**src/rtl/tx_sched_pkg.sv**
```systemverilog
// Shared definitions for the TX queue scheduler: FSM states, queue count and
// scheduling-mode encodings.
package tx_sched_pkg;

    localparam int unsigned NUM_QUEUE = 4;
    localparam int unsigned QIDX_W    = 2;

    localparam logic SCHED_PRIO = 1'b0;
    localparam logic SCHED_RR   = 1'b1;

    typedef enum logic [1:0] {
        IDLE  = 2'd0,
        GRANT = 2'd1,
        READ  = 2'd2,
        DONE  = 2'd3
    } tx_sched_state_t;

endpackage

```
**src/rtl/tx_sched_arb.sv**
```systemverilog
// Combinational 4-way arbiter: strict priority (highest index wins) or
// round robin scanning upward from rr_ptr with wrap from 3 to 0.
module tx_sched_arb
    import tx_sched_pkg::*;
(
    input  logic [NUM_QUEUE-1:0] elig,
    input  logic [QIDX_W-1:0]    rr_ptr,
    input  logic                 sched_mode,
    output logic [QIDX_W-1:0]    winner,
    output logic                 any_elig
);

    // Pick the first eligible queue in the order the current mode defines.
    always_comb begin
        logic              found;
        logic [QIDX_W-1:0] idx;
        winner = '0;
        found  = 1'b0;
        idx    = '0;
        if (sched_mode == SCHED_RR) begin
            for (int k = 0; k < NUM_QUEUE; k++) begin
                // 2-bit add wraps naturally past queue 3
                idx = rr_ptr + QIDX_W'(k);
                if (!found && elig[idx]) begin
                    winner = idx;
                    found  = 1'b1;
                end
            end
        end else begin
            for (int i = NUM_QUEUE - 1; i >= 0; i--) begin
                if (!found && elig[i]) begin
                    winner = QIDX_W'(i);
                    found  = 1'b1;
                end
            end
        end
    end

    assign any_elig = |elig;

endmodule

```
**src/rtl/tx_queue_sched.sv**
```systemverilog
// TX queue scheduler: grants one of four DMA FIFOs holding a complete packet
// and sequences FWFT reads for exactly that packet's length.
// Optional starvation watchdog in READ: define TX_SCHED_TIMEOUT_EN.
module tx_queue_sched
    import tx_sched_pkg::*;
#(
    parameter int unsigned MAX_BIT_NUM_DMA_SYMBOL = 14,
    parameter int unsigned TIMEOUT_CYCLES         = 1024
) (
    input  logic                              S_AXIS_ACLK,
    input  logic                              S_AXIS_ARESETN,
    input  logic [MAX_BIT_NUM_DMA_SYMBOL-1:0] data_count0,
    input  logic [MAX_BIT_NUM_DMA_SYMBOL-1:0] data_count1,
    input  logic [MAX_BIT_NUM_DMA_SYMBOL-1:0] data_count2,
    input  logic [MAX_BIT_NUM_DMA_SYMBOL-1:0] data_count3,
    input  logic [MAX_BIT_NUM_DMA_SYMBOL-1:0] pkt_len0,
    input  logic [MAX_BIT_NUM_DMA_SYMBOL-1:0] pkt_len1,
    input  logic [MAX_BIT_NUM_DMA_SYMBOL-1:0] pkt_len2,
    input  logic [MAX_BIT_NUM_DMA_SYMBOL-1:0] pkt_len3,
    input  logic [3:0]                        queue_enable,
    input  logic                              sched_mode,
    input  logic                              tx_busy,
    input  logic                              emptyn_to_acc,
    output logic [1:0]                        tx_queue_idx,
    output logic                              acc_ask_data,
    output logic                              pkt_start,
    output logic                              pkt_done,
    output logic                              pkt_abort,
    output logic [MAX_BIT_NUM_DMA_SYMBOL-1:0] active_len,
    output logic                              sched_busy
);

    localparam int unsigned W = MAX_BIT_NUM_DMA_SYMBOL;

    tx_sched_state_t   state_q;
    logic [QIDX_W-1:0] rr_ptr_q;
    logic [W-1:0]      word_cnt_q;

    logic [W-1:0]          dc_arr  [NUM_QUEUE];
    logic [W-1:0]          len_arr [NUM_QUEUE];
    logic [NUM_QUEUE-1:0]  elig;
    logic [QIDX_W-1:0]     winner;
    logic                  any_elig;

`ifdef TX_SCHED_TIMEOUT_EN
    localparam int unsigned STALL_W = $clog2(TIMEOUT_CYCLES + 1);
    logic [STALL_W-1:0] stall_cnt_q;
    logic               abort_q;
`endif

    assign dc_arr[0]  = data_count0;
    assign dc_arr[1]  = data_count1;
    assign dc_arr[2]  = data_count2;
    assign dc_arr[3]  = data_count3;
    assign len_arr[0] = pkt_len0;
    assign len_arr[1] = pkt_len1;
    assign len_arr[2] = pkt_len2;
    assign len_arr[3] = pkt_len3;

    // A queue is eligible only when its whole head packet is already buffered.
    always_comb begin
        for (int i = 0; i < NUM_QUEUE; i++) begin
            elig[i] = queue_enable[i] && (len_arr[i] != '0) && (dc_arr[i] >= len_arr[i]);
        end
    end

    tx_sched_arb u_arb (
        .elig       (elig),
        .rr_ptr     (rr_ptr_q),
        .sched_mode (sched_mode),
        .winner     (winner),
        .any_elig   (any_elig)
    );

    // Read strobe and status decoded from the registered state.
    always_comb begin
        acc_ask_data = (state_q == READ) && emptyn_to_acc && (word_cnt_q < active_len);
        // Qualified by any_elig so a grant withdrawn in GRANT emits no pulse
        pkt_start    = (state_q == GRANT) && any_elig;
        sched_busy   = (state_q != IDLE);
    end

    // Scheduler FSM with its registered outputs.
    always_ff @(posedge S_AXIS_ACLK or negedge S_AXIS_ARESETN) begin
        if (!S_AXIS_ARESETN) begin
            state_q      <= IDLE;
            tx_queue_idx <= '0;
            rr_ptr_q     <= '0;
            word_cnt_q   <= '0;
            active_len   <= '0;
            pkt_done     <= 1'b0;
`ifdef TX_SCHED_TIMEOUT_EN
            stall_cnt_q  <= '0;
            abort_q      <= 1'b0;
`endif
        end else begin
            pkt_done <= 1'b0;
`ifdef TX_SCHED_TIMEOUT_EN
            abort_q  <= 1'b0;
`endif
            case (state_q)
                IDLE: begin
                    if (!tx_busy && any_elig) begin
                        state_q <= GRANT;
                    end
                end
                GRANT: begin
                    if (any_elig) begin
                        tx_queue_idx <= winner;
                        active_len   <= len_arr[winner];
                        word_cnt_q   <= '0;
`ifdef TX_SCHED_TIMEOUT_EN
                        stall_cnt_q  <= '0;
`endif
                        if (sched_mode == SCHED_RR) begin
                            rr_ptr_q <= winner + 1'b1;
                        end
                        state_q <= READ;
                    end else begin
                        state_q <= IDLE;
                    end
                end
                READ: begin
                    if (acc_ask_data) begin
                        word_cnt_q <= word_cnt_q + 1'b1;
`ifdef TX_SCHED_TIMEOUT_EN
                        stall_cnt_q <= '0;
`endif
                        if (word_cnt_q + 1'b1 == active_len) begin
                            pkt_done <= 1'b1;
                            state_q  <= DONE;
                        end
                    end
`ifdef TX_SCHED_TIMEOUT_EN
                    else if (!emptyn_to_acc) begin
                        // Give up on a starved FIFO; unread words stay queued
                        if (stall_cnt_q == STALL_W'(TIMEOUT_CYCLES - 1)) begin
                            abort_q <= 1'b1;
                            state_q <= IDLE;
                        end else begin
                            stall_cnt_q <= stall_cnt_q + 1'b1;
                        end
                    end
`endif
                end
                DONE: begin
                    state_q <= IDLE;
                end
                default: begin
                    state_q <= IDLE;
                end
            endcase
        end
    end

`ifdef TX_SCHED_TIMEOUT_EN
    assign pkt_abort = abort_q;
`else
    assign pkt_abort = 1'b0;
`endif

endmodule

```
**config.mk**
```make
export PLATFORM = sky130hd
export DESIGN_NAME = tx_queue_sched
export DESIGN_NICKNAME = d
export VERILOG_FILES = /design/src/rtl/tx_sched_pkg.sv /design/src/rtl/tx_sched_arb.sv /design/src/rtl/tx_queue_sched.sv
export SDC_FILE = /design/constraint.sdc
export NUM_CORES = 1
export LEC_CHECK = 0
export BUFFER_PORTS_ARGS = -buffer_cell sky130_fd_sc_hd__buf_2
export CORE_MARGIN = 10
export CORE_UTILIZATION = 52
export DETAILED_ROUTE_END_ITERATION = 7
export HOLD_SLACK_MARGIN = 0.15
export PLACE_DENSITY = 0.78
export SYNTH_ARGS = -nofsm -noshare
export SYNTH_HDL_FRONTEND = slang
export SYNTH_SLANG_ARGS = --single-unit
export TNS_END_PERCENT = 10
```
**constraint.sdc**
```tcl
create_clock -name S_AXIS_ACLK -period 2.7 [get_ports S_AXIS_ACLK]
set_input_delay 0.135 -clock S_AXIS_ACLK [delete_from_list [all_inputs] [get_ports S_AXIS_ACLK]]
set_output_delay 0.135 -clock S_AXIS_ACLK [all_outputs]
set_load 0.03 [all_outputs]
```
* Word level (Yosys, flattened, before mapping)
Index checks and enable logic that the tools add are counted.
** Storage, ports and cells
- Flip-flop bits (word level) :: 35
- Bits of input ports :: 121
- Word-level logic and storage cells :: 110
** Operators by class
- Add/sub/neg operators :: 5
- Order comparisons :: 10
- Equality and inequality tests :: 8
- Muxes and demuxes :: 43
- Bitwise gates (word level) :: 1
- Reductions and logical operators :: 37
** Operators by type and width (count)
- $ge 14x14->1 :: 4
- $mux 14 :: 4
- $reduce_bool 14->1 :: 4
- $bmux 14 s2 :: 1
- $pmux 14 s2 :: 1
- $mux 2 :: 13
- $mux 1 :: 19
- $logic_and 1x1->1 :: 18
- $add 14x1->14 const B :: 1
- $eq 14x14->1 :: 1
- $lt 14x14->1 :: 1
- $lt 2x3->1 const B :: 4
- $reduce_and 3->1 :: 3
- $bmux 1 s2 :: 4
- $pmux 2 s4 :: 1
- $logic_not 1->1 :: 7
- $ne 2x2->1 const B :: 3
- $add 2x1->2 const B :: 2
- $add 2x2->2 const B :: 2
- $eq 2x2->1 const B :: 2
- $reduce_bool 2->1 :: 2
- $reduce_or 4->1 :: 1
- $ge 3x3->1 const B :: 1
- $not 2->3 :: 1
- 4 further kinds :: 4

* Logic depth before layout (Yosys ltp)
- Word-level depth :: 23
- Depth in mapped cells :: 13
- Gate-level depth less buffers :: 11

* By module
Synthesis repeated with hierarchy kept, for this count alone.
** Unflattened totals
- Cell total of the unflattened synthesis :: 510
- Area total of the unflattened synthesis :: 4242.8 um^2
** By module, submodules not included
- tx_queue_sched :: times used 1, cells an instance 493, area an instance 4125.2 um^2, sequential area each 875.8 um^2
- tx_sched_arb :: times used 1, cells an instance 17, area an instance 117.6 um^2, sequential area each 0.0 um^2

* Least setup slack after synthesis
OpenSTA, ideal clock, no wires.
- Path type :: reg2reg
- Start point :: register active_len[1]
- End point :: register word_cnt_q[5]
- Library setup time :: 0.110 ns
- Arrival time :: 2.518 ns
- Data required time :: 2.590 ns
- Setup slack :: 0.072 ns
- Stages on the path, launching flop included :: 11
- Clock period less this slack :: 2.628 ns
- Cells stage by stage :: dfrtp_1 > inv_1 > ha_1 > nor2b_1 > o21a_1 > o21a_1 > o21a_1 > o21a_1 > o211ai_2 > nand2_1 > o41ai_1
** On the way
- Word-level cells in the longest chain between the ends :: 4
** RTL lines
- start: declaration :: line tx_queue_sched.sv:29 : output logic [MAX_BIT_NUM_DMA_SYMBOL-1:0] active_len,
- start signal: assignment :: line tx_queue_sched.sv:110 : active_len <= len_arr[winner];
- $lt 14x14->1 :: line tx_queue_sched.sv:77 : acc_ask_data = (state_q == READ) && emptyn_to_acc && (word_cnt_q < active_len);
- $logic_and 1x1->1 :: line tx_queue_sched.sv:77
- $ne 2x2->1 (no line)
- $reduce_and 3->1 (no line)
- end signal: assignment :: line tx_queue_sched.sv:125 : word_cnt_q <= word_cnt_q + 1'b1;
- end: declaration :: line tx_queue_sched.sv:37 : logic [W-1:0] word_cnt_q;
No other way between the ends.
A chain may end at the register's enable or synchronous reset.

* Worst setup path after layout
- Start point :: register active_len[1]
- End point :: output port acc_ask_data
** On the way
- Word-level cells in the longest chain between the ends :: 2
** RTL lines
- $lt 14x14->1 :: line tx_queue_sched.sv:77
- $logic_and 1x1->1 :: line tx_queue_sched.sv:77
- end: declaration :: line tx_queue_sched.sv:25 : output logic acc_ask_data,
No other way between the ends.

==> results by group <==
CTS
  – Clk Latency, worst-skew pair: 0.30 ns
  – H-tree depth: 2
  – Clock buffer count from CTS: 5
  – Clock sinks: 35
  – Clk root buf: clkbuf_8
  – Max clock buf depth: 2
  – CTS tree: built
  – Worst-path clk slew: 0.08 ns

Setup path
  – Worst EP arrival: 2.47 ns
  – Crit end category: output port
  – Worst setup path class: flip-flop to output port
  – Crit path max fanout: 8
  – Crit path required time: 2.57 ns
  – CP Launch Type: flip-flop

Route
  – DRT iter0 DRCs: 271
  – Total number of vias: 4,599
  – Final WL: 14,300 µm
  – DR pass1 iterations: 5
  – Avg Vias per Cell: 5.76
  – Residual DRC: 0
  – Routed Antenna Nets: 0
  – Wire per inst: 17.9 µm

Power and ir drop
  – Total power: 3.36 mW
  – Pwr per Cell Area: 602 mW/mm²
  – Peak supply drop: 0.323 mV
  – Pleak: 3.18 nW

Placement
  – GP Congestion: 0.940
  – Placed inst area: 0.00528 mm²
  – Detailed placer's ending HPWL: 12,000 µm
  – Buffers added on ports: 140

Synth
  – Mux share of post-synthesis cell area: 6.92%
  – Register area share after synthesis: 20.8%
  – Cell taking the most area after synthesis: ha_1
  – Synth cell types: 55
  – Largest family of logic cells by synthesized area: adder cells
  – Mean Syn Cell Area: 8.29 µm²
  – EDFF count, synth: 0
  – Top-area cell type share of the netlist area: 21.1%
  – Synth Area in Compound Gates: 20.8%
  – Yosys reg bits: 35
  – Post-synth top cells: inv_1, ha_1, dfrtp_1, nand2_1, mux2i_1
  – Most area-consuming cells after synthesis: ha_1, dfrtp_1, inv_1
  – Post-Syn Area: 0.00421 mm²
  – Simple-gate share of the synthesized area: 16.1%
  – Most frequent cell after synthesis: inv_1
  – Ys async rst share: 100%
  – Post-Syn Instances: 508
  – Post-Synth XOR/XNOR Area: 4.78%
  – Post-Syn Nets: 700
  – Synth Area in Adders: 21.1%
  – Main synth FF type: dfrtp_1
  – YS warnings: 0

Timing
  – Max-slew headroom: 48.4%
  – Final Slew Violations: 0
  – Min Tclk post-route: 2.61 ns
  – Setup-failing EPs final: 0
  – Fin crit share: 96.6%
  – Clock skew: 0.0113 ns
  – Fmax: 383 MHz
  – Worst Tran Pin Value: 0.775 ns
  – Fin. Hold Viols: 0
  – Fin Setup TNS: 0 ns

Cells and area
  – Final Cell Area: 0.00558 mm²
  – Layout area overhead: 32.4%
  – Fin util: 71.4%
  – Share of layout cells above drive strength 1: 31.9%
  – Antenna Cells: 0
  – Nets@finish: 887
  – FILL cells: 622

Global routing
  – First-pass GRT wire length: 22,200 µm
  – Vias in the first global route: 4,741
  – Initial antenna violation count: 0
  – Gr usage total: 22.6%
  – Congestion Overflow GR: 0
  – Largest net degree at the start of global routing: 36

Floorplanning
  – DIE HEIGHT: 110 µm
  – I/O pin cnt: 142
  – DIE AREA: 0.0121 mm²
  – Initial Util: 53.9%
  – Core area: 0.00781 mm²
  – Die Wd: 110 µm
  – Num rows: 32

Outcome
  – Status: completed

Worst hold path
  – Hold crit path type: input pin to flip-flop

Flow run
  – Max-Cap Viols: 0
## area by class of cell
class,count,area [µm²],share of cell area (%)
Clock buffer,6,82.6,1.48
Tap cell,102,128,2.29
Clock inverter,2,16.3,0.292
Inverter,81,304,5.45
Sequential cell,35,877,15.7
Timing Repair Buffer,195,1180,21.1
Multi-Input combinational cell,377,2990,53.7
## worst max-delay path: stages (launching register included)
cell and delay (ns):
dfrtp_1 0.37, inv_1 0.06, ha_1 0.27, nor2b_1 0.13
o21a_1 0.17, o21a_1 0.17, o21a_1 0.17, o21a_1 0.19
o211ai_4 0.24, nand2_4 0.14, inv_1 0.07, buf_2 0.19
## cell usage in the layout, fill, tap and decap left out, types with 16 or more instances in the layout
cell type and n:
dfrtp_1 34, ha_1 69, a21oi_1 17, nand3_1 19
buf_2 140, mux2i_1 27, buf_4 47, inv_1 81
nand2_1 33, xnor2_1 16, nor2_1 26
## routing by layer
metal / wire (µm) / global-route usage [%]
met3: 1150 / 5.51
met2: 7130 / 38.9
met1: 5520 / 26.0
met4: 495 / 10.4
met5: 0 / 0
## metrics by stage
step | hold WS (ns) | instances | worst slack [ns]
floorplan | -0.161 | 508 | 0.0719
global placement | 0.255 | 772 | -0.0155
detailed placement | 0.262 | 772 | -0.113
CTS | 0.209 | 783 | 0.0194
global route | 0.240 | 798 | -0.0333
finish | 0.221 | 798 | 0.0924
## cell families after synthesis
family / Yosys count
AO/OA/AOI/OAI: 118
AND/OR/NAND/NOR: 135
adder cells (fa/ha/maj): 71
XOR/XNOR: 23
multiplexers: 29
buffers and inverters: 96
other: 1
flip-flops: 35
## flip-flops by register name (all words and copies together) (netlist names), named ones only
signal,flops
word_cnt_q,14
active_len,14
state_q,1
rr_ptr_q,2
pkt_done,1
tx_queue_idx,2
## final timing paths
path / startpoint / to / slack, ns / depth (start not counted)
min: pkt_len2[2] / active_len[2] / 0.22 / 3
max reg2reg: active_len[1] / word_cnt_q[3] / 0.10 / 12
max: active_len[1] / acc_ask_data / 0.09 / 11
max in group asynchronous: S_AXIS_ARESETN / word_cnt_q[11] / 1.70 / 2
min in group asynchronous: S_AXIS_ARESETN / word_cnt_q[8] / 0.43 / 2
min reg2reg: tx_queue_idx[0] / tx_queue_idx[0] / 0.48 / 2
## power by group
part           internal [mW]  switching (mW)
clock network          0.208           0.206
logic                  0.927            1.15
registers              0.677           0.191
## timing repair
| action | 4_1_cts | 5_1_grt |
|---|---|---|
| hold buffers | 2 | 0 |
| setup buffers | 1 | 15 |
| cloned | 0 | 1 |
| pin swaps | 0 | 1 |
| setup endpoints to repair | 1 | 22 |
| hold endpoints to repair | 36 | 0 |
| resized for setup | 2 | 13 |
Note: power is estimated with default switching activity, not from simulation.
